--- src/rtl/spi_display_regfile.sv ---
// SPI mode-3 slave register file feeding the seven-segment display interface:
// oversampled SPI pins, command/data framing, burst access and MISO read-back.
module spi_display_regfile #(
  parameter int NUM_DIGITS = 8,
  parameter int ADDR_W     = 4
) (
  input  logic                    clock_5meg_i,
  input  logic                    rst_low_i,
  input  logic                    spi_sclk_i,
  input  logic                    spi_ss_i,
  input  logic                    spi_mosi_i,
  output logic                    spi_miso_o,
  output logic [4*NUM_DIGITS-1:0] display_value_o,
  output logic [NUM_DIGITS-1:0]   display_point_o,
  output logic [NUM_DIGITS-1:0]   display_enable_o,
  output logic                    wr_strobe_o,
  output logic                    frame_err_o
);
  localparam int NUM_REGS = NUM_DIGITS + 2;
  localparam logic [ADDR_W-1:0] ADDR_MAX = '1;
  localparam logic [1:0] ST_IDLE = 2'd0, ST_CMD = 2'd1, ST_DATA = 2'd2, ST_SKIP = 2'd3;
  localparam logic [3:0] OP_WRITE = 4'h1, OP_READ = 4'h2, OP_BWRITE = 4'h3, OP_BREAD = 4'h4;

  logic [1:0]        sclk_sync_reg, ss_sync_reg, mosi_sync_reg;
  logic              sclk_prev_reg, rise_reg, fall_reg, ss_reg, mosi_reg;
  logic [1:0]        state_reg;
  logic [2:0]        bit_cnt_reg;
  logic [6:0]        shift_reg;
  logic [7:0]        miso_sr_reg;
  logic [3:0]        op_reg;
  logic [ADDR_W-1:0] ptr_reg;
  logic              wr_done_reg;
  logic [7:0]        regs_reg [NUM_REGS];

  logic [7:0]        rx_byte, rd_cmd, rd_inc;
  logic [2:0]        bit_cnt_next;
  logic [ADDR_W-1:0] ptr_inc, cmd_addr;
  logic              byte_done, miso_active, wr_en, ptr_hit;

  // Edge pulses and ss/mosi are all registered at the same depth so they line up.
  always_ff @(posedge clock_5meg_i or negedge rst_low_i) begin
    if (!rst_low_i) begin
      sclk_sync_reg <= 2'b11;
      ss_sync_reg   <= 2'b11;
      mosi_sync_reg <= 2'b00;
      sclk_prev_reg <= 1'b1;
      rise_reg      <= 1'b0;
      fall_reg      <= 1'b0;
      ss_reg        <= 1'b1;
      mosi_reg      <= 1'b0;
    end else begin
      sclk_sync_reg <= {sclk_sync_reg[0], spi_sclk_i};
      ss_sync_reg   <= {ss_sync_reg[0], spi_ss_i};
      mosi_sync_reg <= {mosi_sync_reg[0], spi_mosi_i};
      sclk_prev_reg <= sclk_sync_reg[1];
      rise_reg      <= sclk_sync_reg[1] & ~sclk_prev_reg;
      fall_reg      <= ~sclk_sync_reg[1] & sclk_prev_reg;
      ss_reg        <= ss_sync_reg[1];
      mosi_reg      <= mosi_sync_reg[1];
    end
  end

  always_comb begin
    rx_byte      = {shift_reg, mosi_reg};
    bit_cnt_next = rise_reg ? bit_cnt_reg + 3'd1 : bit_cnt_reg;
    byte_done    = rise_reg && (bit_cnt_reg == 3'd7);
    cmd_addr     = rx_byte[ADDR_W-1:0];
    ptr_inc      = (ptr_reg == ADDR_MAX) ? ptr_reg : ptr_reg + ADDR_W'(1);
    miso_active  = (state_reg == ST_DATA) && ((op_reg == OP_READ) || (op_reg == OP_BREAD));
    wr_en        = (state_reg == ST_DATA) && byte_done &&
                   (((op_reg == OP_WRITE) && !wr_done_reg) || (op_reg == OP_BWRITE));
    // Unmapped addresses fall through the decode and read as zero.
    rd_cmd  = 8'h00;
    rd_inc  = 8'h00;
    ptr_hit = 1'b0;
    for (int i = 0; i < NUM_REGS; i++) begin
      if (cmd_addr == ADDR_W'(i)) rd_cmd = regs_reg[i];
      if (ptr_inc == ADDR_W'(i))  rd_inc = regs_reg[i];
      if (ptr_reg == ADDR_W'(i))  ptr_hit = 1'b1;
    end
  end

  always_ff @(posedge clock_5meg_i or negedge rst_low_i) begin
    if (!rst_low_i) begin
      state_reg   <= ST_IDLE;
      bit_cnt_reg <= 3'd0;
      shift_reg   <= 7'd0;
      miso_sr_reg <= 8'h00;
      op_reg      <= 4'h0;
      ptr_reg     <= '0;
      wr_done_reg <= 1'b0;
      frame_err_o <= 1'b0;
    end else begin
      frame_err_o <= 1'b0;
      if (state_reg == ST_IDLE) begin
        bit_cnt_reg <= 3'd0;
        if (!ss_reg) state_reg <= ST_CMD;
      end else begin
        if (rise_reg) begin
          shift_reg   <= rx_byte[6:0];
          bit_cnt_reg <= bit_cnt_next;
        end
        // The first fall of a byte only launches the MSB already on the line.
        if (fall_reg && (bit_cnt_reg != 3'd0) && miso_active)
          miso_sr_reg <= {miso_sr_reg[6:0], 1'b0};
        if (byte_done) begin
          case (state_reg)
            ST_CMD: begin
              op_reg      <= rx_byte[7:4];
              ptr_reg     <= cmd_addr;
              wr_done_reg <= 1'b0;
              miso_sr_reg <= rd_cmd;
              if (rx_byte[7:4] > OP_BREAD) begin
                state_reg   <= ST_SKIP;
                frame_err_o <= 1'b1;
              end else begin
                state_reg <= ST_DATA;
              end
            end
            ST_DATA: begin
              if (op_reg == OP_WRITE) wr_done_reg <= 1'b1;
              if ((op_reg == OP_BWRITE) || (op_reg == OP_BREAD)) ptr_reg <= ptr_inc;
              miso_sr_reg <= (op_reg == OP_BREAD) ? rd_inc : 8'h00;
            end
            default: ;
          endcase
        end
        // A byte completing in the same cycle as ss release still commits cleanly.
        if (ss_reg) begin
          state_reg   <= ST_IDLE;
          bit_cnt_reg <= 3'd0;
          if ((bit_cnt_next != 3'd0) && (state_reg != ST_SKIP)) frame_err_o <= 1'b1;
        end
      end
    end
  end

  always_ff @(posedge clock_5meg_i or negedge rst_low_i) begin
    if (!rst_low_i) begin
      wr_strobe_o <= 1'b0;
      for (int i = 0; i < NUM_REGS; i++) regs_reg[i] <= 8'h00;
    end else begin
      wr_strobe_o <= wr_en && ptr_hit;
      for (int i = 0; i < NUM_REGS; i++)
        if (wr_en && (ptr_reg == ADDR_W'(i))) regs_reg[i] <= rx_byte;
    end
  end

  assign spi_miso_o = miso_active ? miso_sr_reg[7] : 1'b1;

  for (genvar gi = 0; gi < NUM_DIGITS; gi++) begin : g_digit
    assign display_value_o[4*gi +: 4] = regs_reg[gi+1][3:0];
    if (gi < 8) begin : g_bit
      assign display_point_o[gi]  = regs_reg[NUM_DIGITS+1][gi];
      assign display_enable_o[gi] = regs_reg[0][gi];
    end else begin : g_pad
      assign display_point_o[gi]  = 1'b0;
      assign display_enable_o[gi] = 1'b0;
    end
  end

endmodule

--- config.mk ---
export PLATFORM = sky130hd
export DESIGN_NAME = spi_display_regfile
export DESIGN_NICKNAME = d
export VERILOG_FILES = /design/src/rtl/spi_display_regfile.sv
export SDC_FILE = /design/constraint.sdc
export NUM_CORES = 1
export LEC_CHECK = 0
export ABC_AREA = 1
export ABC_CLOCK_PERIOD_IN_PS = 5800
export CAP_MARGIN = 20
export CELL_PAD_IN_SITES_DETAIL_PLACEMENT = 1
export CELL_PAD_IN_SITES_GLOBAL_PLACEMENT = 1
export CORE_MARGIN = 2
export CORE_UTILIZATION = 46
export DETAILED_ROUTE_END_ITERATION = 7
export MAX_ROUTING_LAYER = met4
export PLACE_DENSITY_LB_ADDON = 0.1
export SLEW_MARGIN = 10
export SYNTH_ARGS = -nofsm -noshare
export SYNTH_HDL_FRONTEND = slang
export SYNTH_SLANG_ARGS = --single-unit
--- constraint.sdc ---
create_clock -name clock_5meg_i -period 5.8 [get_ports clock_5meg_i]
set_input_delay 1.16 -clock clock_5meg_i [delete_from_list [all_inputs] [get_ports clock_5meg_i]]
set_output_delay 1.16 -clock clock_5meg_i [all_outputs]
set_load 0.05 [all_outputs]
==> flow_summary.ini <==
[drt]
viasPerCell = 5.41
drc_errors = 0
via_count = 6414
wl_per_cell_um = 18.7
drt_iter0_markers = 433
dr.pass1.iters = 5
ant_nets = 0
drt_wl_total_um = 22200

[setup_path]
cp.arrival_ns = 2.61
crit_type = flip-flop to output port
worstSetupStartpointType = flip-flop
cp-end-kind = output port
crit_fanout = 9
cp.required_ns = 4.64

[sta]
period_share = 0.649
worst_pin_slew_ns = 0.759
rsz0062_at_grt = false
fin_skew_ns = 0.00762
clock.fmax_mhz = 266
finalHoldViolations = 0
tns_ns = 0
slew_headroom = 0.493
slew_viol_final = 0
setup_viol = 0
fin_crit_ns = 3.77

[logic_synthesis]
synth_area_leaders = dfrtp_1, nand2_1, o21ai_0, inv_1, buf_4
yosysTopAreaCell = dfrtp_1
synth_warnings = 0
synth_cell_types = 41
syn_inst = 988
synth-edff-count = 0
yosys.cell_count.top_type = nand2_1
synth_common_cells = nand2_1, o21ai_0, dfrtp_1
synthArstFlopShare = 1.00
ys.flop_type = dfrtp_1
synth.yosys.seq_area_share = 0.429
netlist.area_leader.share = 0.407
netlist_area_um2 = 7130
ys_ff_latch = 122
syn-num-nets = 1005
syn_avg_cell_area_um2 = 7.22

[power_and_ir_drop]
peakVddDrop_mv = 0.214
p_switching_uw = 781
p_leak_uw = 0.00392
pwr-share-clk = 0.468
pwr-share-seq = 0.370
p_sw_frac = 0.316
power.density_nw_per_um2 = 305
power_frac_comb = 0.162
p_int_uw = 1690

[hold_path]
hp-class = flip-flop to flip-flop

[floorplanning]
dieArea_um2 = 16500
fp-row-count = 45
die_y_um = 129
initial_core_util = 0.469
ios = 56
die_x_um = 129
core-area_um2 = 15200

[cells_and_area]
layout.nets = 1002
diodes = 0
stdcell_area_um2 = 8090
drive_above_1_share = 0.0701
syn_to_final_growth_pct = 13.5

[clock_network]
clkTransAtPathRegs_ns = 0.06
insertion_delay_ns = 0.43
hold_buffers = 0
cts.sinks = 122
htreeDepth = 4
cts_root_buf = clkbuf_16
clock_path_buffers = 2
cts_buffers = 17
post_cts_buffers = 0
cts_tree = yes
cts_resized = 0

[place]
gp_congestion = 0.883
post-dp-hpwl_um = 15300
port_buffers = 55
dpl_cell_area_um2 = 7430

[global_route]
grt.total_usage = 0.293
antenna_found_initial = 0
grt_pass1_vias = 6506
grt_max_degree = 78
gr-total-overflow = 0
grt_pass1_wl_um = 35700

[status]
outcome = finished clean

[flow_run]
cap_violations = 0
[critical path, cell delays in order (launching register included)]
cell,delay (ns)
dfrtp_1,0.39
inv_1,0.10
ha_1,0.29
clkinv_1,0.27
nor3_1,0.29
nand3b_1,0.12
clkdlybuf4s50_1,0.71
[area by class of cell]
class,instances,area [um^2]
fill,1909,7110
multi-input combinational,664,3110
sequential,122,3060
timing repair buffer,58,591
inverter,122,458
clock buffer,18,439
tap,188,235
clock inverter,14,196
[routing by layer]
metal,global-route usage,up-vias,share of wire,routed length (um)
met1,0.388,3161,0.47,10300
li1,-,3085,-,-
met2,0.466,129,0.48,10600
met4,0.0908,0,0.020,436
met3,0.0486,39,0.035,784
met5,-,-,0,0
[power by group through the flow]
| stage | Sequential [uW] | Combinational (uW) | Clock, uW |
|---|---|---|---|
| 3_5_place_dp | 928 | 391 | 0 |
| 2_1_floorplan | 919 | 224 | 0 |
| 4_1_cts | 913 | 397 | 1170 |
| 3_3_place_gp | 924 | 386 | 0 |
| 6_report | 914 | 400 | 1160 |
| 5_1_grt | 917 | 438 | 1200 |
[kinds of logic (layout without fill, tap and decap cells)]
kind of cell	Yosys count	count (layout)	synth area share
flip-flops	122	122	0.429
adder cells (fa/ha/maj)	12	12	0.0211
AO/OA/AOI/OAI	209	209	0.154
AND/OR/NAND/NOR	441	441	0.259
XOR/XNOR	2	2	0.00246
buffers and inverters	202	212	0.135
[final timing paths]
kind | from | slack (ns) | end | cells past startpoint
min in group asynchronous | rst_low_i | 0.64 | display_value_o[7] | 1
max in group asynchronous | rst_low_i | 4.21 | display_point_o[6] | 2
worst max-delay path | state_reg[0] | 2.03 | spi_miso_o | 6
worst min register to register | mosi_sync_reg[0] | 0.36 | mosi_sync_reg[1] | 0
worst min-delay path | mosi_sync_reg[0] | 0.36 | mosi_sync_reg[1] | 0
worst max register to register | ptr_reg[0] | 2.98 | miso_sr_reg[2] | 21
[cell usage in the layout (no fill, tap or decap), types with 3 or more instances in the layout]
cell type,netlist,layout
inv_2,5,5
buf_4,51,3
inv_1,115,115
dfrtp_1,116,116
dfstp_2,6,6
nand2_1,318,318
nor4_1,3,3
nand4_1,14,14
ha_1,12,12
nor2_1,56,56
o21ai_0,133,133
nand3_1,22,22
a31oi_1,5,5
o21ai_1,9,9
clkbuf_16,0,17
nand2_4,4,4
clkdlybuf4s50_1,0,54
bufinv_16,0,4
a21oi_1,46,46
clkinv_4,0,4
or2_2,10,10
clkinvlp_4,0,3
o211ai_1,7,7
[through the flow]
step                      utilization  hold slack [ns]  total power (uW)  std cells  setup slack (ns)
after floorplan                     -            0.331              1140        988              3.12
after global placement          0.489            0.335              1310       1153              2.57
after detailed placement        0.489            0.350              1320       1153              2.48
after CTS                       0.530            0.362              2480       1185              2.03
after global routing            0.532            0.368              2560       1186              1.87
final                           0.532            0.358              2470       1186              2.03
Note: power is estimated with default switching activity, not from simulation.
